`src/rtl/uart_pkg.sv`:
```
// Shared definitions for the UART FIFO bridge.
// TX sequencer states and status-word bit positions.
package uart_pkg;

    typedef enum logic [1:0] {
        TX_IDLE  = 2'd0,
        TX_START = 2'd1,
        TX_WAIT  = 2'd2
    } tx_state_e;

    localparam int ST_TX_IDLE = 0;
    localparam int ST_RX_TO   = 1;
    localparam int ST_RX_OVF  = 2;
    localparam int ST_TX_OVF  = 3;

endpackage

```
`src/rtl/uart_fifo_core.sv`:
```
// Power-of-two FIFO with registered count and first-word fall-through.
// Flush wins over push/pop; push on full is accepted only with a real pop.
module uart_fifo_core
    import uart_pkg::*;
#(
    parameter int DEPTH = 16,
    parameter int WIDTH = 8
) (
    input  logic                       clk,
    input  logic                       rst,
    input  logic                       push,
    input  logic                       pop,
    input  logic                       flush,
    input  logic [WIDTH-1:0]           din,
    output logic [WIDTH-1:0]           dout,
    output logic [$clog2(DEPTH+1)-1:0] count,
    output logic                       full,
    output logic                       empty
);

    localparam int CW = $clog2(DEPTH + 1);
    localparam int PW = $clog2(DEPTH);

    logic [WIDTH-1:0] r_mem [DEPTH];
    logic [PW-1:0]    r_wptr;
    logic [PW-1:0]    r_rptr;
    logic [CW-1:0]    r_count;
    logic             w_do_pop;
    logic             w_do_push;

    assign empty     = (r_count == '0);
    assign full      = (r_count == CW'(DEPTH));
    assign w_do_pop  = pop & ~empty;
    assign w_do_push = push & (~full | w_do_pop);
    assign dout      = r_mem[r_rptr];
    assign count     = r_count;

    always_ff @(posedge clk) begin
        if (w_do_push && !flush) begin
            r_mem[r_wptr] <= din;
        end
    end

    always_ff @(posedge clk or posedge rst) begin
        if (rst) begin
            r_wptr  <= '0;
            r_rptr  <= '0;
            r_count <= '0;
        end else if (flush) begin
            r_wptr  <= '0;
            r_rptr  <= '0;
            r_count <= '0;
        end else begin
            if (w_do_push) r_wptr <= r_wptr + PW'(1);
            if (w_do_pop)  r_rptr <= r_rptr + PW'(1);
            r_count <= r_count + CW'(w_do_push) - CW'(w_do_pop);
        end
    end

endmodule

```
`src/rtl/uart_fifo_bridge.sv`:
```
// Per-channel buffering between the UART bit engines and the CSR block:
// RX FIFO with threshold/timeout interrupt, TX FIFO with drain sequencer.
module uart_fifo_bridge
    import uart_pkg::*;
#(
    parameter int DATA_WIDTH = 8,
    parameter int RX_DEPTH   = 16,
    parameter int TX_DEPTH   = 16,
    parameter int TO_WIDTH   = 16
) (
    input  logic                          wb_clk_i,
    input  logic                          wb_rst_i,
    input  logic                          rx_valid_i,
    input  logic [DATA_WIDTH-1:0]         rx_data_i,
    output logic                          rx_ack_o,
    output logic [DATA_WIDTH-1:0]         tx_data_o,
    output logic                          tx_start_o,
    input  logic                          tx_clear_i,
    input  logic                          tx_busy_i,
    input  logic                          rx_pop_i,
    output logic [DATA_WIDTH-1:0]         rx_head_o,
    output logic [$clog2(RX_DEPTH+1)-1:0] rx_count_o,
    input  logic                          tx_push_i,
    input  logic [DATA_WIDTH-1:0]         tx_wdata_i,
    output logic [$clog2(TX_DEPTH+1)-1:0] tx_count_o,
    input  logic                          rx_flush_i,
    input  logic                          tx_flush_i,
    input  logic                          irq_en_i,
    input  logic [$clog2(RX_DEPTH+1)-1:0] thresh_i,
    input  logic [TO_WIDTH-1:0]           timeout_i,
    input  logic                          ovf_clr_i,
    output logic [3:0]                    status_o,
    output logic                          irq_o
);

    logic                  w_rx_full;
    logic                  w_rx_empty;
    logic                  w_tx_full;
    logic                  w_tx_empty;
    logic [DATA_WIDTH-1:0] w_tx_head;
    logic                  w_tx_pop;
    logic                  w_tx_start;
    logic                  w_tx_idle;
    logic                  w_rx_ovf_set;
    logic                  w_tx_ovf_set;
    logic                  w_rx_act;
    logic                  w_thr_hit;
    logic [TO_WIDTH-1:0]   w_to_nxt;
    tx_state_e             r_state;
    tx_state_e             w_state_nxt;
    logic [DATA_WIDTH-1:0] r_tx_data;
    logic                  r_rx_ack;
    logic                  r_rx_ovf;
    logic                  r_tx_ovf;
    logic                  r_rx_to;
    logic [TO_WIDTH-1:0]   r_to_cnt;
    logic                  r_irq;

    uart_fifo_core #(.DEPTH(RX_DEPTH), .WIDTH(DATA_WIDTH)) u_rx_fifo (
        .clk   (wb_clk_i),
        .rst   (wb_rst_i),
        .push  (rx_valid_i),
        .pop   (rx_pop_i),
        .flush (rx_flush_i),
        .din   (rx_data_i),
        .dout  (rx_head_o),
        .count (rx_count_o),
        .full  (w_rx_full),
        .empty (w_rx_empty)
    );

    uart_fifo_core #(.DEPTH(TX_DEPTH), .WIDTH(DATA_WIDTH)) u_tx_fifo (
        .clk   (wb_clk_i),
        .rst   (wb_rst_i),
        .push  (tx_push_i),
        .pop   (w_tx_pop),
        .flush (tx_flush_i),
        .din   (tx_wdata_i),
        .dout  (w_tx_head),
        .count (tx_count_o),
        .full  (w_tx_full),
        .empty (w_tx_empty)
    );

    assign w_rx_ovf_set = rx_valid_i & w_rx_full & ~rx_pop_i;
    assign w_tx_ovf_set = tx_push_i & w_tx_full & ~w_tx_pop;
    assign w_rx_act     = rx_valid_i | rx_pop_i | rx_flush_i;
    assign w_to_nxt     = r_to_cnt + TO_WIDTH'(1);
    assign w_thr_hit    = (thresh_i != '0) && (rx_count_o >= thresh_i);
    assign w_tx_idle    = (r_state == TX_IDLE) & w_tx_empty;

    always_comb begin
        w_state_nxt = r_state;
        w_tx_pop    = 1'b0;
        w_tx_start  = 1'b0;
        unique case (r_state)
            TX_IDLE: begin
                // A flush in the same cycle empties the FIFO, so hold off.
                if (!w_tx_empty && !tx_busy_i && !tx_flush_i) begin
                    w_tx_pop    = 1'b1;
                    w_state_nxt = TX_START;
                end
            end
            TX_START: begin
                w_tx_start  = 1'b1;
                w_state_nxt = TX_WAIT;
            end
            TX_WAIT: begin
                if (tx_clear_i) w_state_nxt = TX_IDLE;
            end
            default: w_state_nxt = TX_IDLE;
        endcase
    end

    always_ff @(posedge wb_clk_i or posedge wb_rst_i) begin
        if (wb_rst_i) begin
            r_state   <= TX_IDLE;
            r_tx_data <= '0;
        end else begin
            r_state <= w_state_nxt;
            if (w_tx_pop) r_tx_data <= w_tx_head;
        end
    end

    always_ff @(posedge wb_clk_i or posedge wb_rst_i) begin
        if (wb_rst_i) begin
            r_rx_ack <= 1'b0;
            r_rx_ovf <= 1'b0;
            r_tx_ovf <= 1'b0;
            r_irq    <= 1'b0;
        end else begin
            r_rx_ack <= rx_valid_i;
            r_rx_ovf <= w_rx_ovf_set | (r_rx_ovf & ~ovf_clr_i);
            r_tx_ovf <= w_tx_ovf_set | (r_tx_ovf & ~ovf_clr_i);
            r_irq    <= irq_en_i & (w_thr_hit | r_rx_to | r_rx_ovf | r_tx_ovf);
        end
    end

    // Idle timer saturates at timeout_i so the flag stays until activity.
    always_ff @(posedge wb_clk_i or posedge wb_rst_i) begin
        if (wb_rst_i) begin
            r_to_cnt <= '0;
            r_rx_to  <= 1'b0;
        end else if (w_rx_act) begin
            r_to_cnt <= '0;
            r_rx_to  <= 1'b0;
        end else if (!w_rx_empty && timeout_i != '0 && r_to_cnt < timeout_i) begin
            r_to_cnt <= w_to_nxt;
            if (w_to_nxt == timeout_i) r_rx_to <= 1'b1;
        end
    end

    assign rx_ack_o   = r_rx_ack;
    assign tx_data_o  = r_tx_data;
    assign tx_start_o = w_tx_start;
    assign irq_o      = r_irq;
    assign status_o   = {r_tx_ovf, r_rx_ovf, r_rx_to, w_tx_idle};

endmodule

```
`config.mk`:
```
export PLATFORM = sky130hd
export DESIGN_NAME = uart_fifo_bridge
export DESIGN_NICKNAME = d
export VERILOG_FILES = /design/src/rtl/uart_pkg.sv /design/src/rtl/uart_fifo_core.sv /design/src/rtl/uart_fifo_bridge.sv
export SDC_FILE = /design/constraint.sdc
export NUM_CORES = 1
export LEC_CHECK = 0
export BUFFER_PORTS_ARGS = -buffer_cell sky130_fd_sc_hd__buf_2
export CAP_MARGIN = 10
export CELL_PAD_IN_SITES_DETAIL_PLACEMENT = 0
export CELL_PAD_IN_SITES_GLOBAL_PLACEMENT = 1
export CORE_MARGIN = 10
export CORE_UTILIZATION = 25
export DETAILED_ROUTE_END_ITERATION = 16
export PLACE_DENSITY_LB_ADDON = 0.1
export REMOVE_ABC_BUFFERS = 1
export SLEW_MARGIN = 20
export SYNTH_ARGS = -nofsm -noshare
export SYNTH_HDL_FRONTEND = slang
export SYNTH_SLANG_ARGS = --single-unit
```
`constraint.sdc`:
```
create_clock -name wb_clk_i -period 4.1 [get_ports wb_clk_i]
set_clock_uncertainty 0.15 [all_clocks]
set_input_delay 0.82 -clock wb_clk_i [delete_from_list [all_inputs] [get_ports wb_clk_i]]
set_output_delay 0.82 -clock wb_clk_i [all_outputs]
set_load 0.02 [all_outputs]
```
---- Word-level counts from Yosys, hierarchy flattened ----
Memories as Yosys holds them, arrays and structs flattened. A register that Yosys moved wholly into a read port is not among the register bits.
Index checks and enable logic that the tools add are counted.
word-level totals
  bits in writable memories ............... 256
  memories ................................ 2
  register bits ........................... 49
  input bits .............................. 48
  word-level logic and storage cells ...... 111
memories
  name             depth  bits a word  read ports  clocked after Yosys merged registers in  write ports  RTL line              source
  u_rx_fifo.r_mem  16     8            1           0                                        1            uart_fifo_core.sv:24  logic [WIDTH-1:0] r_mem [DEPTH];
  u_tx_fifo.r_mem  16     8            1           1                                        1            uart_fifo_core.sv:24
cells by class
  mux-type cells .......................... 25
  bitwise operators ....................... 28
  equality and inequality tests ........... 7
  add/subtract/negate cells ............... 9
  order comparisons ....................... 2
  reductions and logical operators ........ 25
operators with widths
  kind                                                              number
  16-bit two-way mux                                                2
  4-bit two-way mux                                                 8
  16-bit by 1-bit adder with 16-bit output (second input constant)  1
  4-bit by 1-bit adder with 4-bit output (second input constant)    4
  16-bit equality test                                              1
  16-bit less-than comparator                                       1
  16-bit nonzero test                                               1
  1-bit bitwise AND                                                 12
  2-bit nonzero test                                                6
  5-bit by 1-bit adder with 5-bit output                            2
  5-bit equality test (second input constant)                       2
  5-bit zero test                                                   2
  1-bit two-way mux                                                 10
  5-bit two-way mux                                                 2
  5-bit by 1-bit subtractor with 5-bit output                       2
  1-bit bitwise OR                                                  9
  1-bit logical AND                                                 7
  1-bit inverter                                                    7
  2-bit case mux with 3 select lines                                1
  5-bit >= comparator                                               1
  1-bit zero test                                                   5
  5-bit nonzero test                                                1
  2-bit two-way mux                                                 2
  2-bit AND reduction                                               2
  other kinds (5)                                                   5

---- Longest topological paths before layout ----
  depth after elaboration ................. 12
  mapped depth ............................ 15

---- Hierarchy ----
A second synthesis with hierarchy kept.
unflattened totals
  cells, all modules ...................... 951
  area, all modules ....................... 14,290.0 um^2
by module, submodules not included
  module                      seq. area each (um^2)  instances  area an instance (um^2)  cells each
  uart_fifo_core (u_rx_fifo)  4,169.0                1          5,926.9                  338
  uart_fifo_core (u_tx_fifo)  4,169.0                1          5,924.4                  336
  uart_fifo_bridge            775.7                  1          2,438.6                  277

---- Worst setup path before layout ----
OpenSTA, ideal clock, no wires.
  path type ............................... input-to-reg
  from .................................... in tx_flush_i
  to ...................................... reg u_tx_fifo.r_count[4], in the netlist u_tx_fifo.count[4]
  slack ................................... 944 ps
  cell stages on the path ................. 13
  required time ........................... 3,814 ps
  path buffers ............................ 2
  setup time .............................. 136 ps
  arrival ................................. 2,870 ps
  cell sequence ........................... clkbuf_1 > or4_1 > nand4_1 > and2_1 > buf_2 > ha_1 > inv_1 > fa_1 > inv_1 > a21oi_1 > nor2_1 > or3_1 > a21oi_1
between the ends
  cells in the longest elaborated chain, start to end .. 10
ends and longest elaborated chain
  item                                         RTL line                source
  start, declared                              uart_fifo_bridge.sv:27  input logic tx_flush_i,
  1-bit zero test                              uart_fifo_bridge.sv:99  if (!w_tx_empty && !tx_busy_i && !tx_flush_i) begin
  1-bit logical AND                            uart_fifo_bridge.sv:99
  1-bit two-way mux                            uart_fifo_bridge.sv:99
  1-bit two-way mux                            uart_fifo_bridge.sv:96  unique case (r_state)
  1-bit bitwise AND                            uart_fifo_core.sv:33    assign w_do_pop = pop & ~empty;
  1-bit bitwise OR                             uart_fifo_core.sv:34    assign w_do_push = push & (~full | w_do_pop);
  1-bit bitwise AND                            uart_fifo_core.sv:34
  5-bit by 1-bit adder with 5-bit output       uart_fifo_core.sv:56    r_count <= r_count + CW'(w_do_push) - CW'(w_do_pop);
  5-bit by 1-bit subtractor with 5-bit output  uart_fifo_core.sv:56
  5-bit two-way mux *                          uart_fifo_core.sv:49    end else if (flush) begin
  end signal, assigned                         uart_fifo_core.sv:56
  end, declared                                uart_fifo_core.sv:27    logic [CW-1:0] r_count;
Mark *: on every way between the ends. The rest lies on a longest branch, timed or not.
A chain may end at the register's enable or synchronous reset.

---- Worst setup path in the final report ----
  from .................................... reg u_rx_fifo.r_rptr[1]
  to ...................................... out rx_head_o[3]
between the ends
  cells in the longest elaborated chain, start to end .. 1
ends and longest elaborated chain
  item                    RTL line                source
  start, declared         uart_fifo_core.sv:26    logic [PW-1:0] r_rptr;
  start signal, assigned  uart_fifo_core.sv:55    if (w_do_pop) r_rptr <= r_rptr + PW'(1);
  memory read 16 x 8 bit  -
  end, declared           uart_fifo_bridge.sv:21  output logic [DATA_WIDTH-1:0] rx_head_o,
Every way passes these cells.

==> summary.txt <==
Place
  – Placer Congestion: around 0.7
  – DP Wirelength: between 20000 and 25000 um
  – IO buf count: 80
  – Pre-CTS setup slack: around 590 ps

Timing
  – Final setup TNS: 0 ps
  – Fin. max-slew vios: 0
  – Final worst slack: around 530 ps
  – Worst slew margin: between 40 and 50%
  – Max Fclk: approximately 280 MHz
  – Final setup vio count: 0
  – Tmin final: ~3600 ps
  – Fin. Hold Viols: 0
  – Period utilization: between 80 and 90%
  – Least-Margin Pin Slew: between 800 and 900 ps
  – RSZ-0062 raised after global routing: no

Clocking
  – Htree depth: 2
  – Post-CTS sizing: 0
  – Sink Count: approximately 310
  – CTS tree: done
  – Worst skew pair latency: ~550 ps
  – Max Buffers Root-to-Sink: 3
  – Clock buffer count from CTS: 38
  – Post-CTS Repair Setup Buffers: 0
  – # hold bufs at CTS: 0
  – Clk root buf: clkbuf_16
  – CTS clk-pin slew, worst paths: 50 ps

Critical path
  – Slowest CP cell: dfrtp_1
  – WP data arrival: approximately 2600 ps
  – Worst EP required: ~3100 ps
  – Most Frequent Cell on Critical Path: mux4_2
  – Critical path fanouts, max: 26
  – Critical Path, Cell by Cell: buf_12 -> mux4_2 -> mux4_2 -> buf_2
  – CP Launch Type: flop
  – Crit Path Class: reg -> out
  – Max incr delay on CP: approximately 720 ps
  – Critical Path Sink Type: output port

Hold path
  – Worst hold path type: in -> reg

Detailed routing
  – DRT iter0 DRCs: between 400 and 500
  – Drt pass-1 iters: 4
  – Detailed-route DRC error count: 0
  – Drt wl/cell: 20.1 um
  – DR vias: 7387
  – Post-DR vias/cell: between 4 and 5
  – Post-DRT Antenna Nets: 0
  – WL final: 33900 um

Cells and area
  – Area growth syn-to-layout: 19.4%
  – Share of cells above drive strength 1: slightly below 30%
  – Final nets: ~1.1k
  – Multi-input combinational cell area: about 4300 um2
  – Fill count: ~5.4k
  – Reg area: between 9000 and 10000 um2
  – Diode count: 0

Die
  – Die Ht: around 250 um
  – Chip Width: around 250 um
  – Core Region: between 50000 and 60000 um2
  – Row count: between 80 and 90
  – IO Pins: just over 80
  – Die footprint: 64800 um2
  – Starting Density: between 20% and 30%

Run
  – Max_cap viols: 0

Power and ir drop
  – VDD IR max: approximately 0.34 mV
  – Combinational Power Share: between 20% and 30%
  – Leakage: about 0.0057 uW
  – Seq pwr share: about 40%
  – Cell Int Power: about 6600 uW
  – P_sw: 2600 uW
  – PwrDens: ~560 nW/um2
  – Clock power share: 36.6%
  – Sw frac: 28.2%

Synthesis
  – #FFs+latches synth: around 310
  – Yosys cell types: 55
  – Ys async rst share: between 10% and 20%
  – Yosys top cell by area: edfxtp_1
  – Sequential cell area fraction in the yosys report: between 60 and 70%
  – Ys Warns: 0
  – Synth top area cells: edfxtp_1 56%, mux4_2 13%, dfrtp_1 10%, ha_1 4.0%, nor2_1 2.1%
  – Primary FF master, synth: edfxtp_1
  – Syn Area/Cell: 16.4 um2
  – Cells after synthesis: 840
  – EDFF count, synth: 256
  – Post-Syn Area: about 14000 um2
  – Yosys top cell area share: 55.9%

Global route
  – Vias in the first global route: around 8k
  – Initial antenna violation count: 1
  – Total GRT Usage: 10.7%
  – Largest net degree at the start of global routing: 58
  – First-pass GRT wire length: 52300 um
  – GRT Residual Overflow: 0

Outcome
  – Run status: finished, final reports clean
flip-flops by register name, summed over array words and instances, names as in the netlist:
name / cells
r_rx_ovf: 1
rx_ack_o: 1
u_rx_fifo.count: 5
u_rx_fifo.r_mem: 128
u_tx_fifo.r_rptr: 4
u_tx_fifo.r_mem: 128
irq_o: 1
tx_data_o: 8
u_tx_fifo.r_wptr: 4
r_tx_ovf: 1
r_to_cnt: 16
r_state: 2
r_rx_to: 1
u_rx_fifo.r_rptr: 4
u_rx_fifo.r_wptr: 4
u_tx_fifo.count: 5
power by group through the flow:
stage / registers (uW) / logic (uW) / clock network [uW]
after global placement: 3850 / 2140 / 0
after detailed placement: 3860 / 2110 / 0
after CTS: 3790 / 2130 / 3500
after floorplan: 4030 / 1210 / 0
final: 3780 / 2060 / 3360
after global routing: 3820 / 2280 / 3610
final cells by class:
cell class              count  area share (%)
clock buffers              52            6.48
clock inverters            18            1.16
inverters                  49            1.12
multi-input cells         437            26.0
flip-flops and latches    313            55.5
well taps                 696            5.30
repair buffers            121            4.46
stage by stage:
step | power, uW | area, um2 | hold WS [ps] | utilization, % | std cells
2_1_floorplan | 5240 | 13600 | 402 | - | 799
3_3_place_gp | 5990 | 15200 | 337 | 28.0 | 1616
3_5_place_dp | 5970 | 15200 | 346 | 28.0 | 1616
4_1_cts | 9410 | 16400 | 272 | 30.4 | 1686
5_1_grt | 9700 | 16400 | 289 | 30.4 | 1686
6_report | 9200 | 16400 | 304 | 30.4 | 1686
synth_stat cells (3+ instances only):
library cell	number
xnor2_1	26
edfxtp_1	256
nor4_1	16
dfrtp_1	57
mux2_2	10
nor3_1	10
nor4b_1	4
nor2_1	77
o21ai_0	14
or3_1	11
nand2b_1	3
a211oi_2	3
clkbuf_1	25
nand3_1	8
a21o_1	4
xor2_1	16
and2_1	4
ha_1	44
inv_1	49
nand4_1	11
nand3b_1	3
nand2_1	28
a21oi_1	19
or4_1	3
buf_4	4
a31oi_1	4
mux4_2	80
buf_2	9
nor2b_1	7
placed cells by master (no fill, tap or decap), drive strengths merged, types with 5 or more instances in the layout:
cell type / n
edfxtp: 256
buf: 121
mux4: 80
nor2: 77
dfrtp: 57
clkbuf: 52
inv: 49
ha: 44
nand2: 28
xnor2: 26
a21oi: 20
xor2: 16
nor4: 16
o21ai: 15
clkinv: 13
or3: 12
nand4: 11
nor3: 10
mux2: 10
nand3: 8
nor2b: 7
a21o: 5
a211oi: 5
routing by layer:
layer / vias up / routed length (um) / GRT usage, % / part of all wire (%)
li1: 3481 / - / - / -
met4: 2 / 686 / 3.32 / 2.0
met1: 3714 / 15600 / 14.1 / 46
met2: 143 / 16200 / 17.6 / 48
met5: - / 18 / 0 / 0.053
met3: 47 / 1450 / 2.11 / 4.3
cells by family (layout without fill, tap and decap cells):
family	after synthesis	in the layout	synth area share, %
flops	313	313	66.3
xor+xnor	42	42	2.67
mux	92	92	14.1
simple gates	196	196	7.09
compound gates	61	61	2.91
fa+ha+maj	46	46	4.29
buf+inv	90	240	2.71
worst paths after layout:
path / slack (ps) / start / endpoint / cells after the start
max in group asynchronous: 2780 / wb_rst_i / u_rx_fifo.r_rptr[0] / 3
worst max-delay path: 530 / u_rx_fifo.r_rptr[1] / rx_head_o[3] / 4
worst min-delay path: 300 / rx_valid_i / rx_ack_o / 1
worst max register to register: 700 / u_rx_fifo.count[2] / u_rx_fifo.count[4] / 12
worst min register to register: 360 / tx_data_o[1] / tx_data_o[1] / 1
min in group asynchronous: 390 / wb_rst_i / r_state[1] / 3
worst max-delay path: cells and delay by family, from the launching register on:
family	cells	cell delay, ps
DFF	1	720
muxes	2	870
buffers and inverters	2	460
Note: power is estimated with default switching activity, not from simulation.
